## src/rtl/mm_seq_ctrl.sv

```systemverilog
// mm_seq_ctrl: address and strobe sequencer for an M x K by K x N matrix
// product. Walks the output matrix P row-major, spending K operand-fetch
// cycles (OP) and one write-back cycle (WP) on every element. Mode selects
// whether A is stored K x N (P = X*A) or N x K (P = X*A^T).
module mm_seq_ctrl #(
    parameter int M  = 4,
    parameter int K  = 5,
    parameter int N  = 4,
    parameter int AW = 8
) (
    input  logic          clk,
    input  logic          rst,
    input  logic          Start,
    input  logic          mode,
    input  logic          stall,
    output logic          busy,
    output logic          addr_valid,
    output logic          control,
    output logic          result_en,
    output logic          done,
    output logic [AW-1:0] addr_x,
    output logic [AW-1:0] addr_A,
    output logic [AW-1:0] addr_P
);

    localparam logic [1:0] IDLE = 2'd0;
    localparam logic [1:0] OP   = 2'd1;
    localparam logic [1:0] WP   = 2'd2;

    // Index widths never drop below one bit so a dimension of 1 still works.
    localparam int IW = (M > 1) ? $clog2(M) : 1;
    localparam int JW = (N > 1) ? $clog2(N) : 1;
    localparam int KW = (K > 1) ? $clog2(K) : 1;

    localparam logic [IW-1:0] I_LAST = IW'(M - 1);
    localparam logic [JW-1:0] J_LAST = JW'(N - 1);
    localparam logic [KW-1:0] K_LAST = KW'(K - 1);

    logic [1:0]    state;
    logic [IW-1:0] i;
    logic [JW-1:0] j;
    logic [KW-1:0] k;
    logic          mode_q;

    logic [AW-1:0] x_addr;
    logic [AW-1:0] a_addr;
    logic [AW-1:0] p_addr;

    // Row-major word addresses; arithmetic modulo 2^AW equals the truncated full-precision value.
    always_comb begin
        x_addr = AW'(i) * AW'(K) + AW'(k);
        p_addr = AW'(i) * AW'(N) + AW'(j);
        if (mode_q) begin
            a_addr = AW'(j) * AW'(K) + AW'(k);
        end else begin
            a_addr = AW'(k) * AW'(N) + AW'(j);
        end
    end

    // Sequencer state and loop indices; stall freezes everything outside IDLE.
    always_ff @(posedge clk) begin
        if (rst) begin
            state  <= IDLE;
            i      <= '0;
            j      <= '0;
            k      <= '0;
            mode_q <= 1'b0;
        end else begin
            case (state)
                IDLE: begin
                    if (Start) begin
                        mode_q <= mode;
                        i      <= '0;
                        j      <= '0;
                        k      <= '0;
                        state  <= OP;
                    end
                end
                OP: begin
                    if (!stall) begin
                        if (k == K_LAST) begin
                            k     <= '0;
                            state <= WP;
                        end else begin
                            k <= k + KW'(1);
                        end
                    end
                end
                WP: begin
                    if (!stall) begin
                        if (j == J_LAST) begin
                            j <= '0;
                            if (i == I_LAST) begin
                                i     <= '0;
                                state <= IDLE;
                            end else begin
                                i     <= i + IW'(1);
                                state <= OP;
                            end
                        end else begin
                            j     <= j + JW'(1);
                            state <= OP;
                        end
                    end
                end
                default: state <= IDLE;
            endcase
        end
    end

    // Output decode: everything is zero in IDLE, strobes are masked while stalled.
    always_comb begin
        busy       = 1'b0;
        addr_valid = 1'b0;
        control    = 1'b0;
        result_en  = 1'b0;
        done       = 1'b0;
        addr_x     = '0;
        addr_A     = '0;
        addr_P     = '0;
        case (state)
            OP: begin
                busy       = 1'b1;
                addr_valid = !stall;
                control    = (k != K_LAST);
                addr_x     = x_addr;
                addr_A     = a_addr;
                addr_P     = p_addr;
            end
            WP: begin
                busy      = 1'b1;
                result_en = !stall;
                done      = !stall && (i == I_LAST) && (j == J_LAST);
                addr_P    = p_addr;
            end
            default: begin
                busy = 1'b0;
            end
        endcase
    end

endmodule

```

## config.mk

```make
export PLATFORM = sky130hd
export DESIGN_NAME = mm_seq_ctrl
export DESIGN_NICKNAME = d
export VERILOG_FILES = /design/src/rtl/mm_seq_ctrl.sv
export SDC_FILE = /design/constraint.sdc
export NUM_CORES = 1
export LEC_CHECK = 0
export BUFFER_PORTS_ARGS = -buffer_cell sky130_fd_sc_hd__buf_4
export CORE_ASPECT_RATIO = 0.6
export CORE_MARGIN = 8
export CORE_UTILIZATION = 35
export CTS_CLUSTER_DIAMETER = 60
export CTS_CLUSTER_SIZE = 40
export DETAILED_ROUTE_END_ITERATION = 6
export PLACE_DENSITY_LB_ADDON = 0.15
export SLEW_MARGIN = 20
export SYNTH_ARGS = -nofsm -noshare
export SYNTH_HDL_FRONTEND = slang
export SYNTH_SLANG_ARGS = --single-unit
```

## constraint.sdc

```tcl
create_clock -name clk -period 2.29 [get_ports clk]
set_input_delay 0.229 -clock clk [delete_from_list [all_inputs] [get_ports clk]]
set_output_delay 0.229 -clock clk [all_outputs]
set_load 0.01 [all_outputs]
```

# ---- Word level (Yosys, flattened, before mapping)
# Cells that the tools add are included.
dict set report op_classes {
  n_reduce_logical 12
  n_mul 2
  n_eq_ne 11
  muxes 28
  add_sub_neg 7
}
# cell count
set op_table {}
lappend op_table {{$mux W2} 11}
lappend op_table {{$add A5 B3 Y6} 2}
lappend op_table {{$mux W6} 2}
lappend op_table {{$mul A2 B3 Y5 const B} 2}
lappend op_table {{$ne A2 B2 Y1 const B} 5}
lappend op_table {{$mux W3} 3}
lappend op_table {{$mux W8} 1}
lappend op_table {{$pmux W2 S2} 2}
lappend op_table {{$reduce_and A4 Y1} 2}
lappend op_table {{$add A5 B2 Y6} 1}
lappend op_table {{$eq A2 B2 Y1 const B} 3}
lappend op_table {{$mux W1} 6}
lappend op_table {{$pmux W2 S3} 1}
lappend op_table {{$pmux W3 S2} 1}
lappend op_table {{$reduce_and A3 Y1} 2}
lappend op_table {{$add A4 B2 Y5} 1}
lappend op_table {{$mux W5} 1}
lappend op_table {{$add A2 B1 Y2 const B} 2}
lappend op_table {{$reduce_bool A2 Y1} 2}
lappend op_table {{$add A3 B1 Y3 const B} 1}
lappend op_table {{$eq A3 B3 Y1 const B} 1}
lappend op_table {{$ne A3 B3 Y1 const B} 1}
lappend op_table {{$eq A2 B1 Y1 const B} 1}
lappend op_table {{$logic_and A1 B1 Y1} 2}
lappend op_table {{4 further kinds} 4}
dict set report word_totals {
  in_bits 5
  ff_bits 10
  output_inout_bits 29
  word_cells 65
}

# ---- Depth between registers and ports, before layout
# Gate-level depths: netlist of run 1.
dict set report logic_depth {
  ltp_word 5
  depth_mapped 8
  mapped_depth_nobuf 7
}

# ---- Worst setup path after synthesis of run 1
# OpenSTA, ideal clock, no wires.
dict set report synth_timing {
  path_type {register -> output}
  startpoint {register k[1]}
  endpoint {output port addr_A[2]}
  slack_ps 464
  arrival_ps 1597
  t_required_ps 2061
  stages_incl_launch_ff 6
  path_buffers 0
  cell_sequence {dfxtp_1 -> ha_1 -> ha_1 -> fa_1 -> mux2i_1 -> nor2b_1}
}
dict set report synth_between {
  elab_chain_len 3
}
# item line_no
set synth_lines {}
lappend synth_lines {{from (decl)} 42} ;# logic [KW-1:0] k;
lappend synth_lines {{from (signal assigned)} 85} ;# k <= k + KW'(1);
lappend synth_lines {{$add A5 B3 Y6} 54} ;# a_addr = AW'(j) * AW'(K) + AW'(k);
lappend synth_lines {{$mux W6} 53} ;# if (mode_q) begin
lappend synth_lines {{$mux W8} 121} ;# case (state)
lappend synth_lines {{to (decl)} 22} ;# output logic [AW-1:0] addr_A,
# Every way passes these cells.

# ---- Worst setup path after layout of run 1
# Same ends and word-level chain as after synthesis.

==> impl_metrics.json, run 1 <==
{
  "cp-start-kind": "flip-flop",
  "place_ws_ns": 0.2396,
  "critPathArrivalTime_ns": 1.96,
  "drc": 0,
  "die_w_um": 90.32,
  "yosysSeqAreaShare_pct": 17.26,
  "clk_latency_ns": 0.24,
  "fillCellCount": 321,
  "tns_ns": 0,
  "fin_nets": 186,
  "hpwl_um": 2214,
  "cts_buffers": 3,
  "place_congestion": 0.7763,
  "worst_path_most_repeated_cell": "ha_1",
  "drive_gt1_share_pct": 25.95,
  "htreeDepth": 1,
  "area_delta_synth_final_pct": 19.85,
  "synth.distinct_cells": 36,
  "maxSlewViolCount": 0,
  "cts_max_path_buffers": 2,
  "yosys_warnings": 0,
  "crit_chain": "ha_1, ha_1, fa_2, mux2i_1, nor2b_1, buf_4",
  "rr_worst_depth": 6,
  "critPathMaxStageDelay_ns": 0.53,
  "peakVddDrop_mv": 0.3246,
  "maxCapViolCount": 0,
  "chipHeight_um": 60.59,
  "critPathKind": "flip-flop to output port",
  "holdCritPathClass": "primary input to flip-flop",
  "ant_nets": 0,
  "die_area_sq_um": 5472,
  "drt_iter0_markers": 28,
  "wl_um": 2760,
  "hold_viol": 0,
  "p_per_area_nw_per_um2": 617.1,
  "fin_ws_ns": 0.1016,
  "post_cts_buffers": 0,
  "antenna_found_initial": 0,
  "clk_pin_slew_worst_paths_ns": 0.05,
  "period_needed_ns": 2.188,
  "row_count": 16,
  "rsz0062_at_grt": "no",
  "clock.fmax_ghz": 0.4570,
  "cts_resized": 1,
  "slew_headroom_pct": 62.83,
  "crit_path_top_delay_cell": "fa_2",
  "gr-total-overflow": 0,
  "clock_skew_ns": 0.006286,
  "syn_area_sq_um": 1160,
  "worstPathMaxFanout": 7,
  "coreArea_sq_um": 3203,
  "cts_tree": "yes",
  "io_pins": 34,
  "drt-pass1-iter-count": 4,
  "cts_sinks": 10,
  "grt_pass1_vias": 967,
  "netlist_instances": 136,
  "ctsHoldBuffers": 0,
  "ys_ff_latch": 10,
  "synth.avg_cell_area_sq_um": 8.528,
  "port_buffers": 23,
  "p_leak_uw": 0.0007357,
  "track_usage_pct": 10.52,
  "wl_per_cell_um": 13.60,
  "vias": 963,
  "tightestPinTransition_ns": 0.5575,
  "status": "completed",
  "grt_max_degree": 19,
  "vias_per_cell": 4.744,
  "initial_core_util_pct": 36.21,
  "crit_path_end_kind": "output port",
  "setup_viol": 0,
  "grt_pass1_wl_um": 4629,
  "worstHoldPathCells": 2,
  "period_share_pct": 95.56,
  "crit_required_ns": 2.06,
  "cts-root-buf": "clkbuf_8",
  "diodes": 0
}
==> cell usage in the layout, fill, tap and decap left out <==
cell       instances
ha_1              20
xor2_1             1
a21oi_1            8
dfxtp_4            1
a311oi_2           1
nor3_2             2
nor2b_4            1
dfxtp_2            1
inv_1              4
buf_4             26
fa_2               1
o21ai_0            4
and2_1             9
fa_1               1
clkbuf_8           4
nor2b_1            6
and3_1             1
a21oi_2            2
nand2_1            8
xnor2_1            1
a22oi_1            2
a21bo_4            1
a31oi_1            1
nand2b_1           4
dfxtp_1            8
inv_2              1
o211a_1            1
nor3_1             1
nand3_1            3
a21o_1             3
nor2_1            11
o211ai_1           1
conb_1            10
mux2i_1            7
nand4bb_1          1
a41o_1             1
==> routing by layer <==
layer	vias to the layer above	global-route usage [%]	share of wire (%)
met2	34	16.77	42
met4	0	2.817	0.87
met5	-	0	0
li1	490	-	-
met1	433	12.96	50
met3	6	4.321	7.6
==> flip-flops by register name, summed over array words and instances (netlist names) <==
name,flops
i,2
mode_q,1
j,2
k,3
state,2
==> critical path, delay by kind of cell (launching register included) <==
family / cells / cell delay, ns
multiplexers: 1 / 0.07
adder cells (fa/ha/maj): 3 / 1.05
flip-flops: 1 / 0.37
buffers and inverters: 1 / 0.13
AND/OR/NAND/NOR: 1 / 0.12
==> metrics by stage <==
step           hold WS, ns  instance area [sq um]  total power [uW]  util [%]  std cells
2_1_floorplan       0.3765                   1194             552.2         -        145
3_3_place_gp        0.4934                   1328             630.1     41.45        199
3_5_place_dp        0.5130                   1328             635.0     41.45        199
4_1_cts             0.2600                   1384             869.9     43.20        203
5_1_grt             0.2657                   1390             928.6     43.40        203
6_report            0.2545                   1390             857.8     43.40        203
==> path summary, 6_finish.rpt <==
path | from | end | slack, ns
setup / recovery | k[1] | addr_A[2] | 0.10
hold / removal | rst | j[0] | 0.25
setup reg to reg | state[1] | k[0] | 0.58
hold reg to reg | j[0] | j[0] | 0.55
==> final cells by class <==
class | count | area [sq um] | share of cell area [%]
inverters | 5 | 18.77 | 1.350
flip-flops and latches | 10 | 205.2 | 14.76
multi-input cells | 113 | 859.6 | 61.84
repair buffers | 26 | 195.2 | 14.04
well taps | 45 | 56.30 | 4.050
clock buffers | 4 | 55.05 | 3.960
==> where the power goes <==
part	internal [uW]	switching, uW
clock	152	77.1
combinational	178	223
sequential	194	33.0
==> cells in the mapped netlist, drive strengths merged <==
master    n  share of area, %
a21bo     1               1.4
a21o      3               1.9
a21oi    10               5.0
a22oi     2               1.3
a311oi    1               1.3
a31oi     1              0.54
a41o      1              0.86
and2      9               4.9
and3      1              0.54
buf      13               8.5
clkbuf    4               1.6
conb      1              0.32
dfxtp    10                17
fa        2               3.5
ha       20                22
inv       5               1.6
mux2i     7               6.0
nand2     8               2.6
nand2b    4               2.2
nand3     3               1.3
nand4bb   1              0.97
nor2     11               3.6
nor2b     7               4.4
nor3      3               2.2
o211a     1              0.86
o211ai    1              0.65
o21ai     4               1.7
xnor2     1              0.76
xor2      1              0.76
==> kinds of logic (layout without fill, tap and decap cells) <==
group | Yosys count | count (layout) | share of synthesized area, %
flops | 10 | 10 | 17.26
compound gates | 25 | 25 | 15.53
other cells | 1 | 10 | 0.3233
buf+inv | 22 | 35 | 11.76
simple gates | 47 | 47 | 22.54
xor+xnor | 2 | 2 | 1.511
mux | 7 | 7 | 6.041
fa+ha+maj | 22 | 22 | 25.03
(Power assumes the default switching activity.)
==> run 2, diff against run 1 <==
ABC_AREA = 1   (was default)
CAP_MARGIN = 0   (was default)
==> impl_metrics.json, run 2 <==
{
  "status": "completed",
  "cts_buffers": 3,
  "critPathArrivalTime_ns": 1.94,
  "syn_area_sq_um": 1096,
  "drive_gt1_share_pct": 22.28,
  "setup_viol": 0,
  "place_congestion": 0.8348,
  "ys_ff_latch": 10,
  "crit_required_ns": 2.06,
  "mostFrequentLayoutCell": "nand2_1",
  "hold_start": "rst",
  "critPathMaxStageDelay_ns": 0.48,
  "rsz0062_at_grt": "no",
  "clk_pin_slew_worst_paths_ns": 0.05,
  "chipHeight_um": 59.35,
  "drt_iter0_markers": 42,
  "hold_viol": 0,
  "peakVddDrop_mv": 0.3679,
  "area_delta_synth_final_pct": 22.15,
  "period_needed_ns": 2.165,
  "cts_sinks": 10,
  "drt-pass1-iter-count": 4,
  "synthArstFlopShare_pct": 0,
  "grt_max_degree": 11,
  "crit_path_top_delay_cell": "fa_1",
  "cts_tree": "yes",
  "hpwl_um": 2326,
  "period_share_pct": 94.54,
  "cts_max_path_buffers": 2,
  "antenna_found_initial": 0,
  "synth.distinct_cells": 24,
  "worst_hold_slack_ns": 0.1789,
  "cp_num_buf_inv": 1,
  "crit_path_end_kind": "output port",
  "yosysSeqAreaShare_pct": 18.26,
  "reg2reg_from": "state[1]",
  "io_pins": 34,
  "dp_cells": 222,
  "crit_chain": "ha_1, ha_2, fa_1, o21ai_0, a21oi_1, buf_4",
  "final_cell_area_sq_um": 1339,
  "wl_per_cell_um": 12.39,
  "p_leak_uw": 0.0007854,
  "ant_nets": 0,
  "crit_family": "adder cells",
  "fillCellCount": 321,
  "yosys_warnings": 0,
  "holdCritPathClass": "primary input to flip-flop",
  "critPathKind": "flip-flop to output port",
  "cp-startpoint": "k[1]",
  "cp-start-kind": "flip-flop",
  "worstPathMaxFanout": 5,
  "row_count": 15,
  "drc": 0,
  "grt_pass1_wl_um": 4533,
  "die_w_um": 88.25,
  "wl_um": 2800,
  "p_per_area_nw_per_um2": 910.2,
  "clk_latency_ns": 0.24,
  "htreeDepth": 1,
  "gr-total-overflow": 0,
  "port_buffers": 23,
  "ff2ff_setup_slack_ns": 0.67,
  "grt_pass1_vias": 957,
  "clock_skew_ns": 0.001257,
  "initial_core_util_pct": 37.44,
  "synth.area.top_cells": "ha_1, dfxtp_1, nand2_1, buf_4, inv_1",
  "vias": 1028,
  "synth_edf_count": 0,
  "netlist_instances": 158,
  "coreArea_sq_um": 2928,
  "die_area_sq_um": 5237,
  "maxCapViolCount": 0,
  "cts-root-buf": "clkbuf_8",
  "clock.fmax_ghz": 0.4619,
  "largest-register": "k",
  "placed_cell_area_sq_um": 1276,
  "track_usage_pct": 11.24,
  "synth_most_common_cell": "nand2_1",
  "synth.avg_cell_area_sq_um": 6.937,
  "diodes": 0,
  "final_cells": 226,
  "synth_top_area_share_pct": 22.83,
  "maxSlewViolCount": 0,
  "largest_reg_flops": 3,
  "layout_common_cells": "nand2_1, buf_4, inv_1, nor2_1, ha_1",
  "yosys-top-cells-count": "nand2_1, ha_1, inv_1, nor2_1, a21oi_1",
  "fin_nets": 212,
  "ys.flop_type": "dfxtp_1",
  "tns_ns": 0,
  "yosysTopAreaCell": "ha_1",
  "vias_per_cell": 4.549
}
run 2: changes by cell type in the layout (fill, tap and decap cells not counted), moves of 4 or more:
cell and change:
nand2_1 +26, inv_1 +15, and2_1 -9, nor2_1 +8, mux2i_1 -7, nand3_1 +6
nor2b_1 -6, nand2b_1 -4
run 2: worst paths after layout:
| path | cells after the start | end |
|---|---|---|
| max reg2reg | 8 | k[0] |
| min reg2reg | 2 | k[1] |
| max | 6 | addr_A[2] |
| min | 2 | k[1] |
run 2: cell families after synthesis:
logic type	after synthesis	synth area share [%]
and+or+nand+nor	69	26.83
adders and majority gates	22	26.48
buffers and inverters	33	15.87
DFF	10	18.26
AOI/OAI and AO/OA	21	10.62
other	1	0.3421
xor gates and xnor gates	2	1.598
run 2: final cells by class:
type                            count  area (sq um)  share of cell area, %
Clock buffer                        4         55.05                  4.112
Inverter                           22         87.58                  6.542
Multi-Input combinational cell    124         758.2                  56.64
Sequential cell                    10         205.2                  15.33
Tap cell                           42         52.55                  3.925
Timing Repair Buffer               24         180.2                  13.46
run 2: repair_timing:
action / in CTS / in global routing
resized for setup: 0 / 5
endpoints found under the setup margin: 0 / 2
hold buffers: 0 / 0
setup buffers: 0 / 0
endpoints found under the hold margin: 0 / 0
run 2: where the power goes:
group	leakage, uW	internal (uW)	switching, uW	total, uW
registers	0.0000830	215	58.0	273
logic	0.000674	272	447	720
clock network	0.0000288	152	74.4	226
total	0.000785	639	580	1220
run 2: per-stage QoR:
| stage | power, uW | worst slack, ns | utilization (%) |
|---|---|---|---|
| after floorplan | 784.9 | 0.4693 | - |
| after global placement | 984.9 | 0.3573 | 43.59 |
| after detailed placement | 989.4 | 0.3105 | 43.59 |
| after CTS | 1226 | 0.04484 | 45.47 |
| after global routing | 1329 | 0.01952 | 45.73 |
| final | 1219 | 0.1251 | 45.73 |
run 2: layer usage:
layer / wire length (um) / GRT usage [%]
met1: 1434 / 14.98
met2: 1126 / 16.40
met3: 226 / 4.288
met4: 12 / 2.625
met5: 0 / 0
